<file path="config.mk">
export PLATFORM = sky130hd
export DESIGN_NAME = motor_drive_seq
export DESIGN_NICKNAME = d
export VERILOG_FILES = /design/src/rtl/motor_drive_seq.sv
export SDC_FILE = /design/constraint.sdc
export NUM_CORES = 1
export LEC_CHECK = 0
export ABC_AREA = 1
export ABC_CLOCK_PERIOD_IN_PS = 4750
export CORE_ASPECT_RATIO = 1.25
export CORE_MARGIN = 5
export CORE_UTILIZATION = 55
export DETAILED_ROUTE_END_ITERATION = 10
export PLACE_DENSITY = 0.74
export SYNTH_ARGS = -nofsm -noshare
export SYNTH_HDL_FRONTEND = slang
export SYNTH_SLANG_ARGS = --single-unit
</file>
<file path="constraint.sdc">
create_clock -name c100MHz -period 4.75 [get_ports c100MHz]
set_clock_uncertainty 0.15 [all_clocks]
set_input_delay 0.95 -clock c100MHz [delete_from_list [all_inputs] [get_ports c100MHz]]
set_output_delay 0.95 -clock c100MHz [all_outputs]
set_load 0.01 [all_outputs]
</file>
<file path="src/rtl/motor_drive_seq.sv">
// Drive sequencer for the Motor block: soft-ramps duty toward a commanded target and
// inserts brake -> dead-time -> re-enable on mode changes. Optional watchdog: MOTOR_DRIVE_WDOG_EN.
module motor_drive_seq #(
    parameter int RAMP_TICKS = 100_000,
    parameter int STEP       = 8,
    parameter int DEAD_TICKS = 1_000_000
`ifdef MOTOR_DRIVE_WDOG_EN
    ,
    parameter int WDOG_TICKS = 50_000_000
`endif
) (
    input  logic       c100MHz,
    input  logic       rst,
    input  logic       estop,
    input  logic       cmd_valid,
    output logic       cmd_ready,
    input  logic [1:0] cmd_mode,
    input  logic [9:0] cmd_speed,
    output logic [1:0] mode,
    output logic [9:0] speed,
    output logic       busy,
    output logic       at_target
`ifdef MOTOR_DRIVE_WDOG_EN
    ,
    output logic       wdog_trip
`endif
);

    typedef enum logic [1:0] {IDLE, RAMP, BRAKE, DEAD} state_t;

    localparam int RampW = (RAMP_TICKS > 1) ? $clog2(RAMP_TICKS) : 1;
    localparam int DeadW = (DEAD_TICKS > 1) ? $clog2(DEAD_TICKS) : 1;
    localparam logic [RampW-1:0] RampLast = RampW'(RAMP_TICKS - 1);
    localparam logic [DeadW-1:0] DeadLast = DeadW'(DEAD_TICKS - 1);
    localparam logic [10:0]      StepW    = 11'(STEP);

    state_t           state_q, state_d;
    logic [1:0]       mode_q, mode_d;
    logic [9:0]       speed_q, speed_d;
    logic [1:0]       tgtMode_q, tgtMode_d;
    logic [9:0]       tgtSpeed_q, tgtSpeed_d;
    logic [RampW-1:0] rampCnt_q, rampCnt_d;
    logic [DeadW-1:0] deadCnt_q, deadCnt_d;

`ifdef MOTOR_DRIVE_WDOG_EN
    localparam int WdogW = (WDOG_TICKS > 1) ? $clog2(WDOG_TICKS) : 1;
    localparam logic [WdogW-1:0] WdogLast = WdogW'(WDOG_TICKS - 1);
    logic [WdogW-1:0] wdogCnt_q, wdogCnt_d;
    logic             wdogTrip_q, wdogTrip_d;
`endif

    logic        accept;
    logic        rampTick;
    logic [10:0] upDiff, dnDiff, upStep, dnStep, brkStep;
    logic [9:0]  rampNext, brkNext;

    assign accept    = cmd_valid && !estop;
    assign cmd_ready = !estop;
    assign rampTick  = (rampCnt_q == RampLast);

    // Step arithmetic is done at 11 bits so the clamp to the target can never wrap.
    always_comb begin
        upDiff  = 11'(tgtSpeed_q) - 11'(speed_q);
        dnDiff  = 11'(speed_q) - 11'(tgtSpeed_q);
        upStep  = (upDiff < StepW) ? upDiff : StepW;
        dnStep  = (dnDiff < StepW) ? dnDiff : StepW;
        brkStep = (11'(speed_q) < StepW) ? 11'(speed_q) : StepW;
        brkNext = 10'(11'(speed_q) - brkStep);
        if (tgtSpeed_q > speed_q) begin
            rampNext = 10'(11'(speed_q) + upStep);
        end else begin
            rampNext = 10'(11'(speed_q) - dnStep);
        end
    end

    always_comb begin
        state_d    = state_q;
        mode_d     = mode_q;
        speed_d    = speed_q;
        tgtMode_d  = tgtMode_q;
        tgtSpeed_d = tgtSpeed_q;
        rampCnt_d  = rampCnt_q;
        deadCnt_d  = deadCnt_q;
`ifdef MOTOR_DRIVE_WDOG_EN
        wdogCnt_d  = wdogCnt_q;
        wdogTrip_d = wdogTrip_q;
`endif

        if (accept) begin
            tgtMode_d  = cmd_mode;
            tgtSpeed_d = (cmd_mode == 2'b00) ? 10'd0 : cmd_speed;
        end

        case (state_q)
            IDLE: begin
                if (tgtMode_q != mode_q && speed_q == 10'd0) begin
                    mode_d = tgtMode_q;
                    if (tgtSpeed_q != 10'd0) begin
                        state_d   = RAMP;
                        rampCnt_d = '0;
                    end
                end else if (tgtMode_q != mode_q) begin
                    state_d   = BRAKE;
                    rampCnt_d = '0;
                end else if (tgtSpeed_q != speed_q) begin
                    state_d   = RAMP;
                    rampCnt_d = '0;
                end
            end
            RAMP: begin
                if (tgtMode_q != mode_q) begin
                    state_d   = BRAKE;
                    rampCnt_d = '0;
                end else if (speed_q == tgtSpeed_q) begin
                    state_d = IDLE;
                end else begin
                    rampCnt_d = rampTick ? '0 : rampCnt_q + 1'b1;
                    if (rampTick) begin
                        speed_d = rampNext;
                        if (rampNext == tgtSpeed_q) state_d = IDLE;
                    end
                end
            end
            BRAKE: begin
                if (speed_q == 10'd0) begin
                    mode_d    = 2'b00;
                    deadCnt_d = '0;
                    state_d   = DEAD;
                end else begin
                    rampCnt_d = rampTick ? '0 : rampCnt_q + 1'b1;
                    if (rampTick) speed_d = brkNext;
                end
            end
            DEAD: begin
                if (deadCnt_q == DeadLast) begin
                    mode_d = tgtMode_q;
                    if (tgtSpeed_q != 10'd0) begin
                        state_d   = RAMP;
                        rampCnt_d = '0;
                    end else begin
                        state_d = IDLE;
                    end
                end else begin
                    deadCnt_d = deadCnt_q + 1'b1;
                end
            end
            default: state_d = IDLE;
        endcase

`ifdef MOTOR_DRIVE_WDOG_EN
        // A trip only retargets to stop; the normal brake and dead-time path does the rest.
        if (accept) begin
            wdogCnt_d  = '0;
            wdogTrip_d = 1'b0;
        end else if (wdogCnt_q == WdogLast) begin
            if (!wdogTrip_q) begin
                tgtMode_d  = 2'b00;
                tgtSpeed_d = 10'd0;
                wdogTrip_d = 1'b1;
            end
        end else begin
            wdogCnt_d = wdogCnt_q + 1'b1;
        end
`endif

        if (estop) begin
            state_d    = IDLE;
            mode_d     = 2'b00;
            speed_d    = 10'd0;
            tgtMode_d  = 2'b00;
            tgtSpeed_d = 10'd0;
            rampCnt_d  = '0;
            deadCnt_d  = '0;
`ifdef MOTOR_DRIVE_WDOG_EN
            wdogCnt_d  = '0;
`endif
        end
    end

    always_ff @(posedge c100MHz or posedge rst) begin
        if (rst) begin
            state_q    <= IDLE;
            mode_q     <= 2'b00;
            speed_q    <= 10'd0;
            tgtMode_q  <= 2'b00;
            tgtSpeed_q <= 10'd0;
            rampCnt_q  <= '0;
            deadCnt_q  <= '0;
`ifdef MOTOR_DRIVE_WDOG_EN
            wdogCnt_q  <= '0;
            wdogTrip_q <= 1'b0;
`endif
        end else begin
            state_q    <= state_d;
            mode_q     <= mode_d;
            speed_q    <= speed_d;
            tgtMode_q  <= tgtMode_d;
            tgtSpeed_q <= tgtSpeed_d;
            rampCnt_q  <= rampCnt_d;
            deadCnt_q  <= deadCnt_d;
`ifdef MOTOR_DRIVE_WDOG_EN
            wdogCnt_q  <= wdogCnt_d;
            wdogTrip_q <= wdogTrip_d;
`endif
        end
    end

    assign mode      = mode_q;
    assign speed     = speed_q;
    assign busy      = (state_q != IDLE);
    assign at_target = (state_q == IDLE) && (mode_q == tgtMode_q) && (speed_q == tgtSpeed_q);
`ifdef MOTOR_DRIVE_WDOG_EN
    assign wdog_trip = wdogTrip_q;
`endif

endmodule

</file>
Word level (Yosys, flattened, before mapping). Index checks and enable logic that the tools add are counted.

Register bits: 63. Bits of input ports: 16. Output and inout bits: 15. Word-level logic and storage cells: 110.

Add/sub/neg operators: 7. Order comparisons: 4. Eq/ne operators: 24. Multiplexer cells: 49. Reductions and logical operators: 19.

Operators by type and width (count): 2-to-1 mux 17 bit (10); 2-to-1 mux 10 bit (13); case mux 17 bit (4 select lines) (1); 2-to-1 mux 20 bit (3); case mux 20 bit (2 select lines) (1); 2-to-1 mux 2 bit (17); inequality test 3 bit (second input constant) (9); < comparator 11 x 4 -> 1 bit (second input constant) (2); subtractor 10 x 10 -> 11 bit (2); adder 20 x 1 -> 20 bit (second input constant) (1); equality test 10 bit (2); equality test 20 bit (second input constant) (1); case mux 10 bit (2 select lines) (1); subtractor 10 bit (2); adder 17 x 1 -> 17 bit (second input constant) (1); equality test 17 bit (second input constant) (1); inequality test 5 bit (second input constant) (3); AND reduction 6 bit (2); adder 10 bit (1); > comparator 10 bit (1); zero test 10 bit (1); < comparator 10 x 4 -> 1 bit (second input constant) (1); inequality test 10 bit (1); nonzero test 10 bit (1); 16 further kinds (25).

Depth between registers and ports, before layout. Gate-level depths: netlist of run 1.

Word-level depth: 12. Gate-level depth with buffers: 37. Depth with buffers taken out: 36.

Least setup slack after synthesis of run 1. Ideal clock, no wire load.

Path type: flip-flop to flip-flop. Start point: reg speed_q[1] (netlist: speed[1]). End point: reg state_q[0]. Library setup time: 117 ps. Data arrival time: 4056 ps. Data required time: 4483 ps. Path slack: 427 ps. Stages on the path, launching flop included: 32. Path buffers: 0. Clock period less this slack: 4323 ps. Path through: dfrtp_1 -> inv_1 -> fa_1 -> nand3_1 -> nand3_1 -> nand2_1 -> nand2_1 -> nand2_1 -> nand2_1 -> nor2_2 -> nand3_2 -> nor2_4 -> nand2_1 -> ha_1 -> xnor2_1 -> o22a_1 -> ha_1 -> a21oi_1 -> nand2_1 -> nand2_1 -> nand3_1 -> nand2_1 -> nand2_1 -> a21oi_1 -> xor2_1 -> nand3_1 -> nand3_1 -> nand3_2 -> nand2_2 -> nand2_1 -> nand2_1 -> nand2_1.

Cells in the longest elaborated chain, start to end: 8. Elaborated cells on any way between the ends: 26. Those cells by class: 4 x add/sub; 3 x order compare; 8 x eq/ne; 8 x mux; 3 x reduce/logical.

RTL lines: from (decl) (line 39) `logic [9:0] speed_q, speed_d;`; from (signal assigned) (line 196) `speed_q <= speed_d;`; subtractor 10 x 10 -> 11 bit, on equally long branches (line 64, 63); < comparator 11 x 4 -> 1 bit, on equally long branches (line 66, 65); 2-to-1 mux 10 bit, on equally long branches (line 66, 65); subtractor 10 bit or adder 10 bit (tied branches) (line 72, 70); 2-to-1 mux 10 bit (line 69) `if (tgtSpeed_q > speed_q) begin`; equality test 10 bit (line 120) `if (rampNext == tgtSpeed_q) state_d = IDLE;`; inequality test 5 bit (no source line); AND reduction 6 bit (no source line); to (signal assigned) (line 194) `state_q <= state_d;`; to (decl) (line 37) `state_t state_q, state_d;`.

Parallel ways exist; a longest one is shown, timed or not. A chain may end at the register's enable or synchronous reset.

Final worst setup path of run 1.
Start point: reg speed_q[0] (netlist: speed[0]). End point: reg state_q[0].

The elaborated chain is that of the path after synthesis.

==> results of run 1 <==
[routing by layer]
| metal | share of wire (%) | vias to the layer above | GRT usage (%) |
|---|---|---|---|
| met5 | 0 | - | 0 |
| met1 | 38 | 2633 | 28.7 |
| li1 | - | 2714 | - |
| met2 | 52 | 205 | 47.8 |
| met3 | 5.5 | 55 | 5.19 |
| met4 | 4.5 | 0 | 14.3 |
[final timing paths]
kind / from / to / cells past startpoint
worst max-delay path: speed[0] / state_q[0] / 36
worst min-delay path: deadCnt_q[3] / deadCnt_q[3] / 1
worst max register to register: speed[0] / state_q[0] / 36
worst min register to register: deadCnt_q[3] / deadCnt_q[3] / 1
max in group asynchronous: rst / tgtMode_q[1] / 3
min in group asynchronous: rst / rampCnt_q[1] / 2
[stage by stage]
step	total power [uW]	TNS, ns
after floorplan	2270	0
after global placement	3000	-0.0618
after detailed placement	3020	-0.168
after CTS	3700	0
after global routing	4180	-0.498
final	3880	0
[synth_stat cells, drive strengths merged]
cell type and count:
nand2 159, inv 131, nor2 77, dfrtp 63, nand3 61, o21ai 59
a21oi 55, ha 33, nor3 26, xor2 18, nand4 16, buf 8
nor4 7, xnor2 7, a211oi 5, a31oi 5, o22ai 5, clkbuf 4
fa 3, nor3b 3, o21a 3, o31ai 3, or2 3, a21boi 2
a22oi 2, o211ai 2, o221ai 2, o311ai 2, o32ai 2, a2111oi 1
a21o 1, a2bb2oi 1, a311oi 1, a32oi 1, and2 1, and3 1
clkinv 1, conb 1, o21ba 1, o21bai 1, o22a 1
[power by group through the flow]
stage | combinational [uW] | clock [uW] | sequential [uW]
3_3_place_gp | 2340 | 0 | 654
2_1_floorplan | 1590 | 0 | 680
4_1_cts | 2390 | 664 | 648
5_1_grt | 2820 | 693 | 660
6_report | 2580 | 652 | 652
3_5_place_dp | 2360 | 0 | 656
[repair_timing]
| action | CTS | global route |
|---|---|---|
| pin swaps | 1 | 16 |
| setup buffers | 3 | 6 |
| gates resized for setup | 1 | 43 |
| endpoints found under the setup margin | 3 | 4 |
| cloned | 0 | 0 |
| hold endpoints to repair | 0 | 0 |
[sequential cells by signal (all words and copies together), names as in the netlist]
register    flops
deadCnt_q      20
mode            2
rampCnt_q      17
speed          10
state_q         2
tgtMode_q       2
tgtSpeed_q     10
[area by class of cell]
cell class	count	area (um^2)	share of cell area (%)
Multi-Input combinational cell	571	3400	51.8
Clock inverter	4	45.0	0.687
Tap cell	126	158	2.40
Clock buffer	12	246	3.76
Timing Repair Buffer	74	638	9.73
Inverter	132	495	7.55
Sequential cell	63	1580	24.1
[kinds of logic after synthesis]
family                   Yosys count
AND/OR/NAND/NOR                  354
buffers and inverters            144
XOR/XNOR                          25
adder cells (fa/ha/maj)           36
other                              1
flip-flops                        63
AO/OA/AOI/OAI                    155
==> impl_metrics.env, run 1 <==
export IMPL_status="complete, no violations"
export IMPL_wire_per_inst_um=16.2
export IMPL_critPathLaunchType="flop"
export IMPL_ys_warn_count=0
export IMPL_cp_slowest_cell="fa_2"
export IMPL_clkSinkCount=63
export IMPL_switchingPower_uw=1870
export IMPL_mostFrequentLayoutCell="nand2_1"
export IMPL_drv_slew=0
export IMPL_clockRootBuffer="clkbuf_16"
export IMPL_die_w_um=98.6
export IMPL_stdcell_count=982
export IMPL_cts_tree="yes"
export IMPL_crit_fanout=4
export IMPL_synth_xor_area_share_pct=4.20
export IMPL_postRouteAntennaNets=0
export IMPL_period_minus_slack_ns=4.64
export IMPL_vias=5607
export IMPL_antenna_found_initial=0
export IMPL_reg2reg_slack_ns=0.11
export IMPL_grt_pass1_vias=5471
export IMPL_worstPathArrival_ns=4.72
export IMPL_yosys_area_top_type="dfrtp_1"
export IMPL_power_frac_comb_pct=66.4
export IMPL_clkTransAtPathRegs_ns=0.06
export IMPL_p_seq_share_pct=16.8
export IMPL_cpLargestDelayFamily="simple AND/OR/NAND/NOR gates"
export IMPL_p_leak_uw=0.00301
export IMPL_hp_class="reg -> reg"
export IMPL_rsz0062_at_grt="true"
export IMPL_grt_usage_pct=26.4
export IMPL_crit_type="reg -> reg"
export IMPL_critPathCaptureType="flop"
export IMPL_synth_top_cell_area_share_pct=29.2
export IMPL_clockBufferDepth=2
export IMPL_finalCritPeriodShare_pct=97.6
export IMPL_syn_area_um2=5400
export IMPL_maxCapViolCount=0
export IMPL_insertion_delay_ns=0.34
export IMPL_syn_to_final_growth_pct=21.5
export IMPL_synthMuxAreaShare_pct=0
export IMPL_die_area_um2=11900
export IMPL_fillers=818
export IMPL_first_pass_iters=6
export IMPL_utilization_pct=68.3
export IMPL_p_int_uw=2010
export IMPL_path_buf_inv=4
export IMPL_synth_fa_ha_area_share_pct=8.76
export IMPL_power_density_nw_per_um2=592
export IMPL_grt_pass1_wl_mm=25.5
export IMPL_sw_frac_of_total_pct=48.2
export IMPL_dpl_hpwl_mm=12.0
export IMPL_design_area_um2=6560
export IMPL_coreArea_um2=9610
export IMPL_num_antenna_cells=0
export IMPL_synth_seq_cells=63
export IMPL_synthCells=778
export IMPL_wl_mm=15.9
export IMPL_final_setup_worst_slack_ns=0.113
export IMPL_hold_buffers=0
export IMPL_final_cell_mix="146 x nand2_1, 107 x inv_1, 66 x nor2_1"
export IMPL_cts_made_buffers=9
export IMPL_synth_cell_types=59
export IMPL_seq_area_frac_synth_pct=29.2
export IMPL_drc=0
export IMPL_synth_compound_area_share_pct=16.6
export IMPL_portBuffers=30
export IMPL_die_y_um=121
export IMPL_drive_above_1_share_pct=17.8
export IMPL_dpl_cell_count=957
export IMPL_grt_overflow=0
export IMPL_synth_avg_cell_area_um2=6.94
export IMPL_grt_max_degree=37
export IMPL_final_hold_violation_count=0
export IMPL_pre_cts_slack_ns=-0.107
export IMPL_worst_slew_pin_slew_ns=1.06
export IMPL_synth_fp_nets=830
export IMPL_max_freq_mhz=216
export IMPL_final_setup_viol_count=0
export IMPL_synth_area_top_cells="dfrtp_1 29%, nand2_1 11%, inv_1 7.9%, ha_1 7.6%, nand3_1 5.2%"
export IMPL_final_nets=903
export IMPL_required_ns=4.83
export IMPL_dpl_cell_area_um2=6050
export IMPL_synth_top_family_by_area="simple AND/OR/NAND/NOR gates"
export IMPL_synth_simple_area_share_pct=30.8
export IMPL_via_per_inst=5.71
export IMPL_ir_worst_vdd_mv=0.323
export IMPL_drt_iter0_drc=303
export IMPL_maxSlewHeadroom_pct=28.8
export IMPL_whs_ns=0.361
export IMPL_globalplace_congestion=1.03
export IMPL_crit_path_max_incr_delay_ns=0.39
export IMPL_p_clk_share_pct=16.8
export IMPL_start_util_pct=56.2
export IMPL_cts_htree_levels=3
export IMPL_rows=40
export IMPL_io_pins=31
Power figures use the tool's default switching activity.
==> run 2, diff against run 1 <==
Settings changed: ABC_CLOCK_PERIOD_IN_PS 4750 to 4800, SETUP_SLACK_MARGIN set to 0.4.
Clock period 4.75 ns to 4.8 ns, I/O delays scaled along.
==> run 2 against run 1 <==
  * Die area is the same
  * Count of clock-buffer cells in the layout shrank 3
  * Sequential cell count unchanged
  * Highest routed layer unchanged
  * Utilization is 0.40 points higher
  * Cell count decreased by 1.2%
  * Non-clock buffer count shrank 12
  * Routed wire length is 2.2% lower
  * Register-to-register slack better by 0.097 ns
==> impl_metrics.env, run 2 (synthesis results as in run 1) <==
export IMPL_status="complete, no violations"
export IMPL_final_setup_viol_count=0
export IMPL_finalCritPeriodShare_pct=95.6
export IMPL_grt_usage_pct=26.5
export IMPL_postRouteAntennaNets=0
export IMPL_cts_tree="yes"
export IMPL_grt_use_met1_pct=29.9
export IMPL_p_leak_uw=0.00299
export IMPL_final_nets=891
export IMPL_hp_class="reg -> reg"
export IMPL_timing_rr_end="state_q[0]"
export IMPL_grt_overflow=0
export IMPL_insertion_delay_ns=0.33
export IMPL_fillers=802
export IMPL_critPathCaptureType="flop"
export IMPL_drive_above_1_share_pct=17.5
export IMPL_wire_per_inst_um=16.0
export IMPL_period_minus_slack_ns=4.59
export IMPL_num_antenna_cells=0
export IMPL_drc=0
export IMPL_crit_end="state_q[0]"
export IMPL_crit_path_max_incr_delay_ns=0.39
export IMPL_worstPathArrival_ns=4.66
export IMPL_cts_htree_levels=3
export IMPL_critPathLaunchType="flop"
export IMPL_antenna_found_initial=0
export IMPL_maxSlewHeadroom_pct=30.6
export IMPL_worst_slew_pin_slew_ns=1.04
export IMPL_rsz0062_at_grt="true"
export IMPL_rows=40
export IMPL_cp_slowest_cell="fa_2"
export IMPL_globalplace_congestion=0.970
export IMPL_design_area_um2=6600
export IMPL_io_pins=31
export IMPL_crit_type="reg -> reg"
export IMPL_dpl_hpwl_mm=11.8
export IMPL_maxCapViolCount=0
export IMPL_die_w_um=98.6
export IMPL_ir_worst_vdd_mv=0.321
export IMPL_regArea_um2=1580
export IMPL_whs_ns=0.367
export IMPL_power_density_nw_per_um2=606
export IMPL_grt_pass1_vias=5413
export IMPL_use_met3_pct=3.52
export IMPL_drt_iter0_drc=356
export IMPL_first_pass_iters=7
export IMPL_stdcell_count=970
export IMPL_start_util_pct=56.2
export IMPL_path_buf_inv=4
export IMPL_grt_max_degree=40
export IMPL_wl_mm=15.5
export IMPL_clockRootBuffer="clkbuf_16"
export IMPL_crit_cells=32
export IMPL_use_met2_pct=47.3
export IMPL_vias=5540
export IMPL_max_freq_mhz=218
export IMPL_busiest_layer="met2"
export IMPL_coreArea_um2=9610
export IMPL_largestRegisters="deadCnt_q (20), rampCnt_q (17)"
export IMPL_portBuffers=30
export IMPL_via_per_inst=5.71
export IMPL_mostFrequentLayoutCell="nand2_1"
export IMPL_r2r_start="tgtSpeed_q[0]"
export IMPL_power_uw=4000
export IMPL_crit_fanout=4
export IMPL_clockBufferDepth=2
export IMPL_largest_reg_flops=20
export IMPL_drv_slew=0
export IMPL_final_cell_mix="149 x nand2_1, 108 x inv_1, 65 x nor2_1"
export IMPL_clkTransAtPathRegs_ns=0.06
export IMPL_rr_worst_depth=32
export IMPL_cpLargestDelayFamily="simple AND/OR/NAND/NOR gates"
export IMPL_die_y_um=121
export IMPL_startpoint="tgtSpeed_q[0]"
export IMPL_largest_register="deadCnt_q"
export IMPL_final_hold_violation_count=0
export IMPL_hold_buffers=0
export IMPL_dpl_cell_count=944
export IMPL_syn_to_final_growth_pct=22.2
export IMPL_die_area_um2=11900
export IMPL_reg2reg_slack_ns=0.21
export IMPL_dpl_cell_area_um2=5950
export IMPL_multiInputGateArea_um2=3450
export IMPL_required_ns=4.87
export IMPL_clkSinkCount=63
export IMPL_grt_pass1_wl_mm=25.4
export IMPL_cts_made_buffers=9
## run 2: changes by cell type in the layout (fill, tap and decap cells not counted), sizes merged
cell and change:
bufinv +3, buf -12, clkinvlp +1, clkinv -1, clkbuf -3
## run 2: how the worst min path moves through the flow
stage,startpoint,end,slack [ns],depth (start not counted)
after floorplan,deadCnt_q[3],deadCnt_q[3],0.33,1
after CTS,deadCnt_q[3],deadCnt_q[3],0.37,1
after global routing,deadCnt_q[3],deadCnt_q[3],0.41,1
final,deadCnt_q[3],deadCnt_q[3],0.37,1
after detailed placement,deadCnt_q[3],deadCnt_q[3],0.36,1
after global placement,deadCnt_q[3],deadCnt_q[3],0.35,1
## run 2: metal layers
layer | vias up | wire length, um
li1 | 2700 | -
met1 | 2577 | 6070
met2 | 208 | 7900
met3 | 55 | 756
met4 | 0 | 812
met5 | - | 0
## run 2: repair_timing
item,CTS,global route
endpoints found under the setup margin,4,5
gates cloned,0,0
pin swaps,5,24
setup buffers,3,7
gates resized for setup,28,21
## run 2: area by class of cell
class | instances | area share (%)
timing repair buffer | 62 | 8.25
sequential | 63 | 23.9
inverter | 132 | 7.51
tap | 126 | 2.39
multi-input combinational | 571 | 52.3
clock buffer | 9 | 3.41
clock inverter | 7 | 2.20
## run 2: per-stage QoR
stage / TNS (ns) / utilization [%] / setup WS, ns
3_3_place_gp: -0.0456 / 62.0 / -0.0456
3_5_place_dp: -0.249 / 62.0 / -0.158
2_1_floorplan: 0 / - / 0.477
6_report: 0 / 68.7 / 0.210
5_1_grt: -0.0529 / 68.7 / -0.0529
4_1_cts: 0 / 67.3 / 0.340
## run 2: worst reg2reg max path, delay by kind of cell, from the launching register on
kind	cells	cell delay [ns]
simple gates	18	1.69
fa+ha+maj	4	1.10
compound gates	4	0.53
flops	1	0.35
xor+xnor	2	0.35
buf+inv	4	0.29
## run 2: where the power goes
part / switching, uW / internal, uW
clock network: 247 / 561
logic: 1600 / 950
registers: 49.4 / 589
total: 1900 / 2100
